`config.mk`:
```
export PLATFORM = sky130hd
export DESIGN_NAME = reg_dump_ctrl_flat
export DESIGN_NICKNAME = d
export VERILOG_FILES = /design/src/rtl/reg_dump_pkg.sv /design/src/rtl/reg_dump_ctrl_if.sv /design/src/rtl/reg_dump_ser.sv /design/src/rtl/reg_dump_ctrl.sv /design/src/flat_wrapper.sv
export SDC_FILE = /design/constraint.sdc
export NUM_CORES = 1
export LEC_CHECK = 0
export ABC_AREA = 0
export ABC_CLOCK_PERIOD_IN_PS = 2300
export CORE_AREA = 2 2 69 97
export CTS_CLUSTER_DIAMETER = 30
export DETAILED_ROUTE_END_ITERATION = 7
export DIE_AREA = 0 0 71 99
export GPL_ROUTABILITY_DRIVEN = 0
export GPL_TIMING_DRIVEN = 0
export PLACE_DENSITY = 0.74
export SLEW_MARGIN = 20
export SYNTH_ARGS = -nofsm -noshare
export SYNTH_HDL_FRONTEND = slang
export SYNTH_SLANG_ARGS = --single-unit
```
`constraint.sdc`:
```
create_clock -name clk -period 2.3 [get_ports clk]
set_clock_uncertainty 0.1 [all_clocks]
set_input_delay 0.23 -clock clk [delete_from_list [all_inputs] [get_ports clk]]
set_output_delay 0.23 -clock clk [all_outputs]
set_load 0.05 [all_outputs]
```
`src/rtl/reg_dump_pkg.sv`:
```
// rtl/reg_dump_pkg.sv - shared states and constants for the register dump sequencer (REG_DUMP_FRAME_EN adds SYNC/CSUM)
package reg_dump_pkg;

  localparam int         BYTES_PER_REG = 4;
  localparam logic [7:0] SYNC_BYTE     = 8'hA5;

  typedef enum logic [2:0] {
    IDLE,
    WAIT_HALT,
`ifdef REG_DUMP_FRAME_EN
    SYNC,
`endif
    ADDR,
    LATCH,
    SEND,
`ifdef REG_DUMP_FRAME_EN
    CSUM,
`endif
    DONE
  } state_t;

endpackage

```
`src/rtl/reg_dump_ctrl_if.sv`:
```
// rtl/reg_dump_ctrl_if.sv - byte stream towards the UART transmitter
interface reg_dump_ctrl_if #(
  parameter int BYTE_W = 8
);
  logic [BYTE_W-1:0] tx_data;
  logic              tx_valid;
  logic              tx_ready;

  modport master (output tx_data, output tx_valid, input tx_ready);
  modport slave  (input tx_data, input tx_valid, output tx_ready);
endinterface

```
`src/rtl/reg_dump_ser.sv`:
```
// rtl/reg_dump_ser.sv - word-to-byte serializer, MSB first, with valid/ready hold
module reg_dump_ser
  import reg_dump_pkg::*;
#(
  parameter int DATA_W = 32,
  parameter int BYTE_W = 8
) (
  input  logic              clk,
  input  logic              rst,
  input  logic              load_i,
  input  logic              single_i,
  input  logic [DATA_W-1:0] word_i,
  input  logic              drop_i,
  output logic              byte_done_o,
  output logic              last_done_o,
  reg_dump_ctrl_if.master   tx
);

  localparam int               CNT_W    = $clog2(BYTES_PER_REG);
  localparam logic [CNT_W-1:0] LAST_CNT = CNT_W'(BYTES_PER_REG - 1);

  logic [DATA_W-1:0] shadow_q, shadow_d, shifted;
  logic [CNT_W-1:0]  cnt_q, cnt_d;
  logic              valid_q, valid_d;
  logic              single_q, single_d;
  logic              hs, last;

  assign hs          = valid_q & tx.tx_ready;
  // A single-byte load (sync/checksum) sits in the top byte and ends after one transfer.
  assign last        = single_q | (cnt_q == LAST_CNT);
  assign byte_done_o = hs;
  assign last_done_o = hs & last;
  assign shifted     = shadow_q << (BYTE_W * int'(cnt_q));
  assign tx.tx_data  = valid_q ? shifted[DATA_W-1 -: BYTE_W] : '0;
  assign tx.tx_valid = valid_q;

  always_comb begin
    shadow_d = shadow_q;
    cnt_d    = cnt_q;
    valid_d  = valid_q;
    single_d = single_q;
    if (load_i) begin
      shadow_d = word_i;
      cnt_d    = '0;
      valid_d  = 1'b1;
      single_d = single_i;
    end else if (hs) begin
      cnt_d = cnt_q + CNT_W'(1);
      if (last || drop_i) valid_d = 1'b0;
    end
  end

  always_ff @(posedge clk or posedge rst) begin
    if (rst) begin
      shadow_q <= '0;
      cnt_q    <= '0;
      valid_q  <= 1'b0;
      single_q <= 1'b0;
    end else begin
      shadow_q <= shadow_d;
      cnt_q    <= cnt_d;
      valid_q  <= valid_d;
      single_q <= single_d;
    end
  end

endmodule

```
`src/rtl/reg_dump_ctrl.sv`:
```
// rtl/reg_dump_ctrl.sv - halts the pipeline and streams the register file over UART (REG_DUMP_FRAME_EN: sync + checksum framing)
module reg_dump_ctrl
  import reg_dump_pkg::*;
#(
  parameter int NUM_REGS = 32,
  parameter int ADDR_W   = 5,
  parameter int DATA_W   = 32,
  parameter int BYTE_W   = 8
) (
  input  logic              clk,
  input  logic              inicio,
  input  logic              dump_req,
  input  logic              cpu_halted,
  input  logic [ADDR_W-1:0] cpu_a1,
  output logic [ADDR_W-1:0] rf_a1,
  input  logic [DATA_W-1:0] rf_rd1,
  output logic              halt_req,
  reg_dump_ctrl_if.master   tx,
  output logic              busy,
  output logic              done,
  output logic              aborted
);

  localparam logic [ADDR_W-1:0] LAST_IDX = ADDR_W'(NUM_REGS - 1);

  state_t            state_q, state_d;
  logic [ADDR_W-1:0] idx_q, idx_d;
  logic              req_q;
  logic              halt_q, halt_d;
  logic              pend_q, pend_d;
  logic              aborted_q, aborted_d;
  logic              trigger, stop_tx, abort_now;
  logic              ser_load, ser_single, ser_drop, ser_byte_done, ser_last_done;
  logic [DATA_W-1:0] ser_word;
`ifdef REG_DUMP_FRAME_EN
  logic [BYTE_W-1:0] csum_q, csum_d;
`endif

  assign trigger  = dump_req & ~req_q;
  // Once the pipeline unfreezes mid-byte, the byte in flight still completes.
  assign stop_tx  = pend_q | ~cpu_halted;
  assign rf_a1    = (state_q == ADDR || state_q == LATCH) ? idx_q : cpu_a1;
  assign halt_req = halt_q;
  assign busy     = (state_q != IDLE);
  assign done     = (state_q == DONE);
  assign aborted  = aborted_q;

  reg_dump_ser #(.DATA_W(DATA_W), .BYTE_W(BYTE_W)) u_ser (
    .clk         (clk),
    .rst         (inicio),
    .load_i      (ser_load),
    .single_i    (ser_single),
    .word_i      (ser_word),
    .drop_i      (ser_drop),
    .byte_done_o (ser_byte_done),
    .last_done_o (ser_last_done),
    .tx          (tx)
  );

  always_comb begin
    state_d    = state_q;
    idx_d      = idx_q;
    halt_d     = halt_q;
    pend_d     = pend_q;
    aborted_d  = 1'b0;
    abort_now  = 1'b0;
    ser_load   = 1'b0;
    ser_single = 1'b0;
    ser_word   = rf_rd1;
    ser_drop   = 1'b0;
`ifdef REG_DUMP_FRAME_EN
    csum_d     = csum_q;
`endif
    case (state_q)
      IDLE: begin
        pend_d = 1'b0;
        if (trigger) begin
          state_d = WAIT_HALT;
          halt_d  = 1'b1;
        end
      end
      WAIT_HALT: begin
        if (cpu_halted) begin
          idx_d = '0;
`ifdef REG_DUMP_FRAME_EN
          csum_d     = '0;
          ser_load   = 1'b1;
          ser_single = 1'b1;
          ser_word   = {BYTE_W'(SYNC_BYTE), {(DATA_W-BYTE_W){1'b0}}};
          state_d    = SYNC;
`else
          state_d = ADDR;
`endif
        end
      end
`ifdef REG_DUMP_FRAME_EN
      SYNC: begin
        if (!cpu_halted) pend_d = 1'b1;
        if (ser_byte_done) begin
          if (stop_tx) abort_now = 1'b1;
          else         state_d   = ADDR;
        end
      end
`endif
      ADDR: begin
        if (!cpu_halted) abort_now = 1'b1;
        else             state_d   = LATCH;
      end
      LATCH: begin
        if (!cpu_halted) begin
          abort_now = 1'b1;
        end else begin
          ser_load = 1'b1;
          state_d  = SEND;
        end
      end
      SEND: begin
        if (!cpu_halted) pend_d = 1'b1;
        if (ser_byte_done) begin
`ifdef REG_DUMP_FRAME_EN
          csum_d = csum_q ^ tx.tx_data;
`endif
          if (stop_tx) begin
            abort_now = 1'b1;
          end else if (ser_last_done) begin
            if (idx_q == LAST_IDX) begin
`ifdef REG_DUMP_FRAME_EN
              ser_load   = 1'b1;
              ser_single = 1'b1;
              ser_word   = {csum_d, {(DATA_W-BYTE_W){1'b0}}};
              state_d    = CSUM;
`else
              state_d = DONE;
`endif
            end else begin
              idx_d   = idx_q + ADDR_W'(1);
              state_d = ADDR;
            end
          end
        end
      end
`ifdef REG_DUMP_FRAME_EN
      CSUM: begin
        if (!cpu_halted) pend_d = 1'b1;
        if (ser_byte_done) begin
          if (stop_tx) abort_now = 1'b1;
          else         state_d   = DONE;
        end
      end
`endif
      DONE: begin
        halt_d  = 1'b0;
        state_d = IDLE;
      end
      default: state_d = IDLE;
    endcase
    if (abort_now) begin
      state_d   = IDLE;
      halt_d    = 1'b0;
      pend_d    = 1'b0;
      aborted_d = 1'b1;
      ser_drop  = 1'b1;
    end
  end

  always_ff @(posedge clk or posedge inicio) begin
    if (inicio) begin
      state_q   <= IDLE;
      idx_q     <= '0;
      req_q     <= 1'b0;
      halt_q    <= 1'b0;
      pend_q    <= 1'b0;
      aborted_q <= 1'b0;
`ifdef REG_DUMP_FRAME_EN
      csum_q    <= '0;
`endif
    end else begin
      state_q   <= state_d;
      idx_q     <= idx_d;
      req_q     <= dump_req;
      halt_q    <= halt_d;
      pend_q    <= pend_d;
      aborted_q <= aborted_d;
`ifdef REG_DUMP_FRAME_EN
      csum_q    <= csum_d;
`endif
    end
  end

endmodule

```
`src/flat_wrapper.sv`:
```
// flat-port wrapper written by rule: the top's interface ports become plain ports
module reg_dump_ctrl_flat import reg_dump_pkg::*;
#(
  parameter int NUM_REGS = 32,
  parameter int ADDR_W   = 5,
  parameter int DATA_W   = 32,
  parameter int BYTE_W   = 8
)
  (clk, inicio, dump_req, cpu_halted, cpu_a1, rf_a1, rf_rd1, halt_req, busy, done, aborted, tx_tx_data, tx_tx_valid, tx_tx_ready);
  reg_dump_ctrl_if #(.BYTE_W(BYTE_W)) tx_i ();
  input  logic clk;
  input  logic inicio;
  input  logic dump_req;
  input  logic cpu_halted;
  input  logic [ADDR_W-1:0] cpu_a1;
  output logic [ADDR_W-1:0] rf_a1;
  input  logic [DATA_W-1:0] rf_rd1;
  output logic halt_req;
  output logic busy;
  output logic done;
  output logic aborted;
  output wire logic [$bits(tx_i.tx_data)-1:0] tx_tx_data;
  output wire logic [$bits(tx_i.tx_valid)-1:0] tx_tx_valid;
  input wire logic [$bits(tx_i.tx_ready)-1:0] tx_tx_ready;
  assign tx_tx_data = tx_i.tx_data;
  assign tx_tx_valid = tx_i.tx_valid;
  assign tx_i.tx_ready = tx_tx_ready;
  reg_dump_ctrl #(.NUM_REGS(NUM_REGS), .ADDR_W(ADDR_W), .DATA_W(DATA_W), .BYTE_W(BYTE_W)) u_core (.clk(clk), .inicio(inicio), .dump_req(dump_req), .cpu_halted(cpu_halted), .cpu_a1(cpu_a1), .rf_a1(rf_a1), .rf_rd1(rf_rd1), .halt_req(halt_req), .tx(tx_i), .busy(busy), .done(done), .aborted(aborted));
endmodule
```
==> results of run 1 <==
## cell usage after synthesis (2+ instances only)
cell type   n  area share
a21oi_1     3      0.0065
a32o_1      2      0.0087
and2_1     11       0.030
buf_2       6       0.013
clkbuf_1    3      0.0049
dfrtp_1    47        0.51
ha_1        3       0.016
inv_1       4      0.0065
mux2_2     37        0.18
mux2i_1     2      0.0087
mux4_2      8       0.078
nand2_1     7       0.011
nand2b_1    5       0.014
nand3_1     4      0.0087
nand3b_1    2      0.0065
nor2_1     11       0.018
nor2b_1     2      0.0054
o21ai_0     7       0.015
o31ai_1     3      0.0097
## per-layer routing
layer / share of wire / vias up / global-route usage / routed length (um)
met5: 0 / - / 0 / 0
met4: 0.025 / 0 / 0.06676 / 129
met3: 0.044 / 9 / 0.04090 / 228
met2: 0.52 / 47 / 0.2904 / 2686
met1: 0.41 / 833 / 0.1902 / 2125
li1: - / 792 / - / -
## flip-flops by register name (all words and copies together), names as in the netlist
name                      cells
u_core.aborted                1
u_core.halt_req               1
u_core.idx_q                  5
u_core.pend_q                 1
u_core.req_q                  1
u_core.state_q                3
u_core.u_ser.cnt_q            2
u_core.u_ser.shadow_q        32
u_core.u_ser.tx.tx_valid      1
## placed cells by master, fill, tap and decap left out, drive strengths merged, types with 2 or more instances in the layout
cell,count
dfrtp,47
clkdlybuf4s50,44
mux2,37
clkbuf,15
buf,14
and2,11
nor2,11
mux4,8
nand2,7
o21ai,7
clkdlybuf4s15,7
nand2b,5
nand3,4
inv,4
o31ai,3
a21oi,3
ha,3
nor2b,2
a32o,2
nand3b,2
mux2i,2
or3b,2
## final cells by class
class / instances / area (um^2) / area share
Sequential cell: 47 / 1176 / 0.3726
Timing Repair Buffer: 65 / 623.1 / 0.1974
Inverter: 4 / 15.01 / 0.004756
Clock buffer: 6 / 82.58 / 0.02616
Tap cell: 72 / 90.09 / 0.02854
Multi-Input combinational cell: 121 / 1104 / 0.3496
Buffer: 10 / 61.31 / 0.01942
Clock inverter: 1 / 5.005 / 0.001585
## cell families after synthesis
group                      after synthesis  synth area share
AOI/OAI and AO/OA                       20           0.05736
and+or+nand+nor                         50            0.1180
adders and majority gates                3           0.01624
buffers and inverters                   14           0.02922
muxes                                   47            0.2668
DFF                                     47            0.5087
xor gates and xnor gates                 1          0.003789
## where the power goes
part / switching [uW] / internal [uW] / total [uW]
clock network: 270 / 236 / 507
registers: 166 / 1160 / 1330
logic: 1180 / 974 / 2150
total: 1620 / 2370 / 3990
## path summary, 6_finish.rpt
kind	start	endpoint	cells past startpoint
max	u_core.u_ser.cnt_q[0]$_DFFE_PP0P_	tx_tx_data[1]	4
max reg2reg	u_core.idx_q[0]$_DFFE_PP0P_	u_core.idx_q[3]$_DFFE_PP0P_	7
min	inicio	u_core.u_ser.shadow_q[24]$_DFFE_PP0P_	2
min in group clk	dump_req	u_core.req_q$_DFF_PP0_	1
min reg2reg	u_core.u_ser.shadow_q[6]$_DFFE_PP0P_	u_core.u_ser.shadow_q[6]$_DFFE_PP0P_	1
max in group asynchronous	inicio	u_core.u_ser.shadow_q[11]$_DFFE_PP0P_	3
## what timing repair did
item	4_1_cts	5_1_grt
buffers inserted	3	2
gates resized for setup	33	24
endpoints found under the setup margin	16	18
pin swaps	2	2
## metrics by stage
stage	hold WS [ns]	worst slack [ns]
after floorplan	0.1614	0.09297
after global placement	0.3815	-0.1385
after detailed placement	0.3899	-0.1185
after CTS	0.2024	-0.06056
after global routing	0.2173	0.007949
final	0.1769	0.08986
==> impl_metrics.tcl, run 1 <==
set metrics [dict create \
    grt_usage 0.1652 \
    fmaxAchievable_mhz 452.5 \
    routed_wl_um 5170 \
    rows 34 \
    drtAntennaViolNets 0 \
    cts_tree "built" \
    area_delta_synth_final_pct 36.53 \
    via_per_inst 5.156 \
    ys_ff_latch 47 \
    crit_buf_inv 2 \
    instances_no_fill 326 \
    drtIter0Drc 90 \
    grt_max_degree 25 \
    synthCells 182 \
    worstPathArrival_ns 1.88 \
    wl_per_cell_um 15.86 \
    async_reset_ff_frac 1.000 \
    holdBufCountCts 0 \
    dpl.hpwl_um 3796 \
    yosys_warnings 0 \
    slew_headroom 0.6579 \
    synth_area_mm2 0.002312 \
    power_uw 3988 \
    dpl_cell_area_mm2 0.003013 \
    die_y_um 99 \
    drt_first_pass_iters 4 \
    final_max_slew_viol_count 0 \
    hold_violations 0 \
    num_antenna_cells 0 \
    cts_root_buf "clkbuf_8" \
    io_pins 60 \
    design_area_mm2 0.003157 \
    yosysUniqueCellTypes 34 \
    dieArea_mm2 0.007029 \
    critical_path.top_delay_family "buffers and inverters" \
    endpoint_kind "output pin" \
    fin_crit_ns 2.210 \
    finalSetupViolCount 0 \
    drc 0 \
    peakVddDrop_mv 0.7410 \
    powerDensity_mw_per_mm2 1263 \
    utilization 0.5118 \
    maxCapViolCount 0 \
    avgSynthCellArea_um2 12.70 \
    crit_path_start_kind "flop" \
    rsz0062_at_grt "false" \
    tns_ns 0 \
    synth_top_flop_cell "dfrtp_1" \
    syn_nets 227 \
    fin_nets 299 \
    critical_path_required_ns 1.97 \
    worst_pin_slew_ns 0.5124 \
    cp_max_fo 9 \
    path_cells "buf_6 > mux4_2 > and2_1 > clkdlybuf4s15_2" \
    antenna_found_initial 0 \
    p_leak_uw 0.001377 \
    slowest_stage "mux4_2" \
    drive_gt1_frac 0.3425 \
    io_buffers 59 \
    seq_area_frac_synth 0.5087 \
    gr-total-overflow 0 \
    reg2reg_setup_slack_ns 0.11 \
    clockBufferDepth 2 \
    dr_total_vias 1681 \
    dp_cells 314 \
    cp_slowest_stage_delay_ns 0.50 \
    grt_pass1_wl_um 9025 \
    clk_pin_slew_ns 0.09 \
    grt_pass1_vias 1874 \
    insertion_delay_ns 0.30 \
    coreArea_mm2 0.006168 \
    status "finished clean" \
    hold_class "input port to asynchronous set/reset pin" \
    min_period_over_period 0.9609 \
    fillers 566 \
    cts_buffers 5 \
    crit_type "flop to output pin" \
    htreeDepth 2 \
    die_w_um 71 \
    cts.sinks 47 \
    initial_core_util 0.3748 \
    synth-edff-count 0 \
]
No activity file was read; power rests on OpenSTA's default activity.
==> run 2: changes to the inputs <==
ABC_CLOCK_PERIOD_IN_PS = not set   (was 2300)
CTS_BUF_LIST = sky130_fd_sc_hd__clkbuf_8   (was not set)
CTS_CLUSTER_SIZE = 14   (was not set)
==> results of run 2 <==
The final DEF is identical to that of run 1; final timing and power are the same.
